**src/rtl/pipe_pkg.sv**
```systemverilog
// Shared types and constants for the decode-to-execute pipeline register.
// The payload struct uses the default datapath widths (32-bit data, 5-bit register addresses).
package pipe_pkg;

  localparam int DE_DATA_W     = 32;
  localparam int DE_REG_ADDR_W = 5;

  // sll $0,$0,0
  localparam logic [DE_DATA_W-1:0] NOP_IR   = '0;
  localparam logic [DE_DATA_W-1:0] PC_RESET = 32'h0000_3000;

  typedef struct packed {
    logic [DE_DATA_W-1:0]     ir;
    logic [DE_DATA_W-1:0]     v1;
    logic [DE_DATA_W-1:0]     v2;
    logic [DE_REG_ADDR_W-1:0] a1;
    logic [DE_REG_ADDR_W-1:0] a2;
    logic [DE_REG_ADDR_W-1:0] a3;
    logic [DE_DATA_W-1:0]     e32;
    logic [DE_DATA_W-1:0]     pc4;
  } de_payload_t;

  typedef enum logic [1:0] {
    ST_EMPTY = 2'd0,
    ST_FULL  = 2'd1,
    ST_SKID  = 2'd2
  } de_state_t;

  // Bubble: nop instruction, every other field zero, PC+4 parked at the reset PC
  function automatic de_payload_t BUBBLE(input logic [DE_DATA_W-1:0] pc_reset);
    de_payload_t b;
    b     = '0;
    b.ir  = NOP_IR;
    b.pc4 = pc_reset;
    return b;
  endfunction

endpackage

```
**src/rtl/pipe_skid_slot.sv**
```systemverilog
// Generic payload holding register with synchronous active-low reset, clear and load.
// Clear has priority over load; both reset and clear return the slot to CLR_VAL.
module pipe_skid_slot #(
  parameter int             W       = 8,
  parameter logic [W-1:0]   CLR_VAL = '0
) (
  input  logic         Clock,
  input  logic         Reset,
  input  logic         clear,
  input  logic         load,
  input  logic [W-1:0] d,
  output logic [W-1:0] q
);

  // Slot register: reset/clear to the bubble value, otherwise load on request
  always_ff @(posedge Clock) begin
    if (!Reset || clear) begin
      q <= CLR_VAL;
    end else if (load) begin
      q <= d;
    end
  end

endmodule

```
**src/rtl/pipe_reg_de.sv**
```systemverilog
// Decode-to-execute pipeline register with valid/ready handshake and flush-to-bubble.
// Optional skid slot enabled by defining PIPE_REG_DE_SKID_EN: Ready_D then comes
// straight from the state register and capacity becomes two payloads.
//
// state    | meaning
// ST_EMPTY | main slot holds a bubble, Valid_E = 0
// ST_FULL  | main slot valid, skid slot empty
// ST_SKID  | main and skid slots valid, Ready_D = 0 (skid build only)
module pipe_reg_de #(
  parameter int                DATA_W     = pipe_pkg::DE_DATA_W,
  parameter int                REG_ADDR_W = pipe_pkg::DE_REG_ADDR_W,
  parameter logic [DATA_W-1:0] PC_RESET   = pipe_pkg::PC_RESET
) (
  input  logic                  Clock,
  input  logic                  Reset,
  input  logic                  Flush,
  input  logic                  Valid_D,
  output logic                  Ready_D,
  input  logic [DATA_W-1:0]     IR_D,
  input  logic [DATA_W-1:0]     RF_RD1,
  input  logic [DATA_W-1:0]     RF_RD2,
  input  logic [DATA_W-1:0]     EXT,
  input  logic [DATA_W-1:0]     PC4_D,
  input  logic [REG_ADDR_W-1:0] Rs_IR_D,
  input  logic [REG_ADDR_W-1:0] Rt_IR_D,
  input  logic [REG_ADDR_W-1:0] Rd_IR_D,
  output logic                  Valid_E,
  input  logic                  Ready_E,
  output logic [DATA_W-1:0]     IR_E,
  output logic [DATA_W-1:0]     V1_E,
  output logic [DATA_W-1:0]     V2_E,
  output logic [DATA_W-1:0]     E32_E,
  output logic [DATA_W-1:0]     PC4_E,
  output logic [REG_ADDR_W-1:0] A1_E,
  output logic [REG_ADDR_W-1:0] A2_E,
  output logic [REG_ADDR_W-1:0] A3_E
);
  import pipe_pkg::*;

  localparam de_payload_t BUBBLE_P = BUBBLE(PC_RESET);

  de_state_t   state_q, state_d;
  de_payload_t in_pay, main_d, main_q;
  logic        main_ld, main_clr;
  logic        accept, consume;
`ifdef PIPE_REG_DE_SKID_EN
  de_payload_t skid_q;
  logic        skid_ld, skid_clr;
`endif

  // Gather the decode-side fields into one payload
  always_comb begin
    in_pay     = '0;
    in_pay.ir  = IR_D;
    in_pay.v1  = RF_RD1;
    in_pay.v2  = RF_RD2;
    in_pay.a1  = Rs_IR_D;
    in_pay.a2  = Rt_IR_D;
    in_pay.a3  = Rd_IR_D;
    in_pay.e32 = EXT;
    in_pay.pc4 = PC4_D;
  end

  assign Valid_E = (state_q != ST_EMPTY);
`ifdef PIPE_REG_DE_SKID_EN
  assign Ready_D = Reset && (state_q != ST_SKID);
`else
  assign Ready_D = Reset && (!Valid_E || Ready_E);
`endif
  assign accept  = Valid_D && Ready_D;
  assign consume = Valid_E && Ready_E;

  // State register; reset lands in EMPTY
  always_ff @(posedge Clock) begin
    if (!Reset) begin
      state_q <= ST_EMPTY;
    end else begin
      state_q <= state_d;
    end
  end

  // Next state and slot control; Flush squashes both slots and any incoming payload
  always_comb begin
    state_d  = state_q;
    main_ld  = 1'b0;
    main_clr = 1'b0;
    main_d   = in_pay;
`ifdef PIPE_REG_DE_SKID_EN
    skid_ld  = 1'b0;
    skid_clr = 1'b0;
`endif
    if (Flush) begin
      state_d  = ST_EMPTY;
      main_clr = 1'b1;
`ifdef PIPE_REG_DE_SKID_EN
      skid_clr = 1'b1;
`endif
    end else begin
      case (state_q)
        ST_EMPTY: begin
          if (accept) begin
            main_ld = 1'b1;
            state_d = ST_FULL;
          end
        end
        ST_FULL: begin
`ifdef PIPE_REG_DE_SKID_EN
          if (accept && !consume) begin
            skid_ld = 1'b1;
            state_d = ST_SKID;
          end else
`endif
          if (accept) begin
            main_ld = 1'b1;
          end else if (consume) begin
            main_clr = 1'b1;
            state_d  = ST_EMPTY;
          end
        end
`ifdef PIPE_REG_DE_SKID_EN
        ST_SKID: begin
          if (consume) begin
            main_d   = skid_q;
            main_ld  = 1'b1;
            skid_clr = 1'b1;
            state_d  = ST_FULL;
          end
        end
`endif
        default: begin
          state_d  = ST_EMPTY;
          main_clr = 1'b1;
        end
      endcase
    end
  end

  pipe_skid_slot #(
    .W       ($bits(de_payload_t)),
    .CLR_VAL (BUBBLE_P)
  ) u_main (
    .Clock (Clock),
    .Reset (Reset),
    .clear (main_clr),
    .load  (main_ld),
    .d     (main_d),
    .q     (main_q)
  );

`ifdef PIPE_REG_DE_SKID_EN
  pipe_skid_slot #(
    .W       ($bits(de_payload_t)),
    .CLR_VAL (BUBBLE_P)
  ) u_skid (
    .Clock (Clock),
    .Reset (Reset),
    .clear (skid_clr),
    .load  (skid_ld),
    .d     (in_pay),
    .q     (skid_q)
  );
`endif

  assign IR_E  = main_q.ir;
  assign V1_E  = main_q.v1;
  assign V2_E  = main_q.v2;
  assign A1_E  = main_q.a1;
  assign A2_E  = main_q.a2;
  assign A3_E  = main_q.a3;
  assign E32_E = main_q.e32;
  assign PC4_E = main_q.pc4;

endmodule
```
**config.mk**
```make
export PLATFORM = sky130hd
export DESIGN_NAME = pipe_reg_de
export DESIGN_NICKNAME = d
export VERILOG_FILES = /design/src/rtl/pipe_pkg.sv /design/src/rtl/pipe_skid_slot.sv /design/src/rtl/pipe_reg_de.sv
export SDC_FILE = /design/constraint.sdc
export NUM_CORES = 1
export LEC_CHECK = 0
export ABC_AREA = 1
export BUFFER_PORTS_ARGS = -buffer_cell sky130_fd_sc_hd__buf_2
export CORE_AREA = 5 5 135 137
export DETAILED_ROUTE_END_ITERATION = 12
export DIE_AREA = 0 0 140 142
export PLACE_DENSITY = 0.85
export SKIP_CTS_REPAIR_TIMING = 1
export SYNTH_ARGS = -nofsm -noshare
export SYNTH_HDL_FRONTEND = slang
export SYNTH_SLANG_ARGS = --single-unit
```
**constraint.sdc**
```tcl
create_clock -name Clock -period 2.3 [get_ports Clock]
set_input_delay 0.345 -clock Clock [delete_from_list [all_inputs] [get_ports Clock]]
set_output_delay 0.345 -clock Clock [all_outputs]
set_load 0.005 [all_outputs]
```
# Word-level counts from Yosys, hierarchy flattened
# Cells that the tools add are included.
# totals
register_bits,177
wordCells,30
output_inout_bits,177
inputBits,180
# classes
n_eq_ne,4
bitwise,1
reduce_logical,12
mux,11
# ops
operator,count
2-to-1 mux 1 bit,6
2-to-1 mux 2 bit,3
!= test 2 bit (second input constant),3
case mux 2 bit (2 select lines),1
OR reduction 2 bit,2
logical AND 1 bit,3
AND reduction 3 bit,1
== test 2 x 1 -> 1 bit (second input constant),1
zero test 1 bit,2
zero test 2 bit,1
logical OR 1 bit,2
case mux 1 bit (2 select lines),1
nonzero test 2 bit,1
inverter 1 bit,1

# Logic depth before layout (Yosys ltp)
# logic_depth
ltp_word,9
depth_mapped,8
mapped_depth_nobuf,7

# By module
# A second synthesis with hierarchy kept.
# unflattened
cells_unflattened,774
hier_area_um2,6199.7
# modules_own_cells
mod,area_per_inst_um2,instances,cells_each,seq_area_each_um2
pipe_skid_slot,6109.6,1,762,3503.4
pipe_reg_de,90.1,1,12,20.0

# Least setup slack after synthesis
# No wires, ideal clock.
# synth_timing
kind,in2out
from,in Ready_E
to,out Ready_D
arrival_ps,888
required_time_ps,1955
n_path_buf,2
setup_slack_ps,1067
cell_stages,4
path_cell_list,inv_1 > a21oi_4 > buf_12 > buf_12
# synth_between
elab_chain_len,2
# synth_lines
item,line_no,source
from (decl),pipe_reg_de.sv:28,"input logic Ready_E,"
logical OR 1 bit,pipe_reg_de.sv:68,assign Ready_D = Reset && (!Valid_E || Ready_E);
logical AND 1 bit,pipe_reg_de.sv:68,
to (decl),pipe_reg_de.sv:18,"output logic Ready_D,"
# Every way passes these cells.

# Final worst setup path
# layout_timing
from,reg state_q[0]
to,out Ready_D
# layout_between
elab_chain_len,4
# layout_lines
item,line_no,source
from (decl),pipe_reg_de.sv:42,"de_state_t state_q, state_d;"
from (signal assigned),pipe_reg_de.sv:78,state_q <= state_d;
nonzero test 2 bit,pipe_reg_de.sv:64,assign Valid_E = (state_q != ST_EMPTY);
zero test 1 bit,pipe_reg_de.sv:68,
logical OR 1 bit,pipe_reg_de.sv:68,
logical AND 1 bit,pipe_reg_de.sv:68,
# Every way passes these cells.

==> metrics.csv <==
stage;metric;value;unit
logic_synthesis;syn_inst;813;
hold_path;hp-class;in2reg;
clock_network;cts_tree;built;
place;dp_hpwl;15100;µm
timing;rsz0062_at_grt;false;
outcome;status;finished clean;
final_layout;fin_util;54.2;%
detailed_routing;firstDrtPassIters;5;
grt;track_usage;21.1;%
logic_synthesis;yosys_register_bits;176;
worst_setup_path;required;1.96;ns
floorplan;chipWidth;140;µm
logic_synthesis;syn_nets;993;
place;io_buffers;356;
logic_synthesis;yosys.area_share.adder;0;%
logic_synthesis;synth_area;7020;µm²
floorplan;die_y;142;µm
clock_network;cts_made_buffers;17;
logic_synthesis;synth-async-reset-ratio;0;%
final_layout;layout_common_cells;355 x buf_2, 179 x nand2_1, 176 x dfxtp_1, 171 x nand4_1, 163 x a21oi_1;
grt;globalRouteOverflowTotal;0;
clock_network;cts-htree-levels;4;
place;routabilityCongestion;0.844;
detailed_routing;drt_iter0_drc;397;
worst_setup_path;cp_cell_sequence;a21oi_4, buf_12, buf_2;
final_layout;drive_above_1_share;37.4;%
logic_synthesis;ys_seq_area_share;50.2;%
logic_synthesis;synth_enable_flop_cells;0;
timing;post-route-period-util;80.9;%
clock_network;cts-root-buf;clkbuf_16;
worst_setup_path;critPathCaptureType;output pin;
floorplan;die-area;19900;µm²
floorplan;rows;48;
worst_setup_path;cpPeakStageDelay;0.38;ns
timing;finalSetupViolations;0;
worst_setup_path;start_kind;flop;
detailed_routing;wl_per_cell;16.5;µm
logic_synthesis;synth_xor_area_share;0;%
logic_synthesis;synth_compound_area_share;13.2;%
timing;period_minus_slack;1.86;ns
grt;grt_max_degree;173;
worst_setup_path;worst-path-max-fanout;59;
timing;maxSlewViolCount;0;
floorplan;placeableCoreArea;16900;µm²
job;drv_cap;0;
grt;antenna_found_initial;2;
clock_network;clk_latency;0.43;ns
logic_synthesis;muxShareOfSynthArea;0;%
timing;skew;0.0112;ns
clock_network;cts_buffer_depth;2;
power_and_ir_drop;p_leak;3.89;nW
final_layout;finalNetCount;1287;
logic_synthesis;synth_top_family_by_area;simple AND/OR/NAND/NOR gates;
logic_synthesis;postSynthAreaPerCell;8.64;µm²
logic_synthesis;yosys_most_used_dff;dfxtp_1;
floorplan;initial_core_util;41.5;%
detailed_routing;routed_wl;22200;µm
detailed_routing;postRouteAntennaNets;0;
worst_setup_path;crit_type;reg2out;
final_layout;final_common_cell;buf_2;
worst_setup_path;crit_slowest_cell;dfxtp_1;
timing;hold_violations;0;
detailed_routing;via_per_inst;5.34;
power_and_ir_drop;worst_ir_drop_vdd;0.000566;V
timing;max_slew_margin;42.6;%
worst_setup_path;arrival;1.52;ns
grt;grt_pass1_vias;6721;
detailed_routing;drc_errors;0;
clock_network;cts_sinks;176;
logic_synthesis;synth_cell_types;22;
final_layout;syn_to_final_growth;30.8;%
clock_network;clkTransAtPathRegs;0.07;ns
detailed_routing;num_vias;7190;
timing;finalSetupTns;0;ns
logic_synthesis;yosys.area_share.simple;25.9;%
floorplan;io_pins;357;
power_and_ir_drop;p_per_area;718;nW/µm²
timing;tightest_slew;0.860;ns
timing;max_freq;537;MHz
logic_synthesis;ys_warn_count;0;
grt;grt_pass1_wl;34800;µm
-- metrics by stage --
step                area [µm²]  setup WS [ns]  power, mW  hold WS, ns  instances
floorplan                 7020           1.07       3.56        0.422        813
global placement          8590          0.622       3.77        0.448       1313
detailed placement        8590          0.578       3.78        0.452       1313
CTS                       9180          0.392       6.67        0.118       1344
global route              9180          0.329       6.86        0.136       1346
finish                    9180          0.439       6.60        0.143       1346
-- cells in the mapped netlist, types with 2 or more instances --
master / n / area [µm²]
buf_6: 11 / 124
dfxtp_1: 176 / 3520
inv_1: 6 / 22.5
a21oi_2: 10 / 87.6
buf_2: 59 / 295
a21oi_1: 163 / 816
nor2_1: 2 / 7.51
nand2_2: 2 / 12.5
buf_12: 11 / 220
buf_4: 7 / 52.6
nand4_1: 171 / 1070
nand3_1: 3 / 15.0
clkbuf_1: 5 / 18.8
nand2_1: 179 / 672
-- worst paths after layout --
path                 from            to  slack, ns  depth (start not counted)
max            state_q[0]       Ready_D       0.44                          3
min             PC4_D[12]  u_main.q[12]       0.14                          3
min reg2reg  u_main.q[80]  u_main.q[80]       0.46                          2
max reg2reg    state_q[0]  u_main.q[22]       0.73                          6
-- power by group --
group	total [mW]	internal [mW]	leakage, nW	switching, mW
Combinational	0.600	0.232	2.19	0.368
Clock	2.88	1.57	0.280	1.32
Sequential	3.11	3.09	1.42	0.0226
Total	6.60	4.89	3.89	1.71
-- state kept, by name (all words and copies together) (netlist names) --
signal,cells
state_q,1
u_main.q,175
-- worst max-delay path: cells and delay by family (launching register included) --
family | cells | cell delay (ns)
compound gates | 1 | 0.27
buf+inv | 2 | 0.42
flops | 1 | 0.38
-- routing by layer --
layer  share of wire (%)  track usage, %
met3                 9.7            7.12
met4                 2.2            6.78
met5                   0               0
met2                  49            34.7
met1                  39            26.2
-- layout make-up --
type / count / area (µm²)
fillers: 1568 / 7750
flip-flops and latches: 176 / 3520
multi-input cells: 535 / 2750
repair buffers: 370 / 2000
clock buffers: 18 / 439
well taps: 225 / 282
clock inverters: 13 / 149
inverters: 7 / 28.8
diodes: 2 / 5.00
-- cells by family after synthesis --
| logic type | count (synthesis) |
|---|---|
| AO/OA/AOI/OAI | 175 |
| buffers and inverters | 102 |
| flip-flops | 176 |
| AND/OR/NAND/NOR | 360 |
No activity file was read; power rests on OpenSTA's default activity.
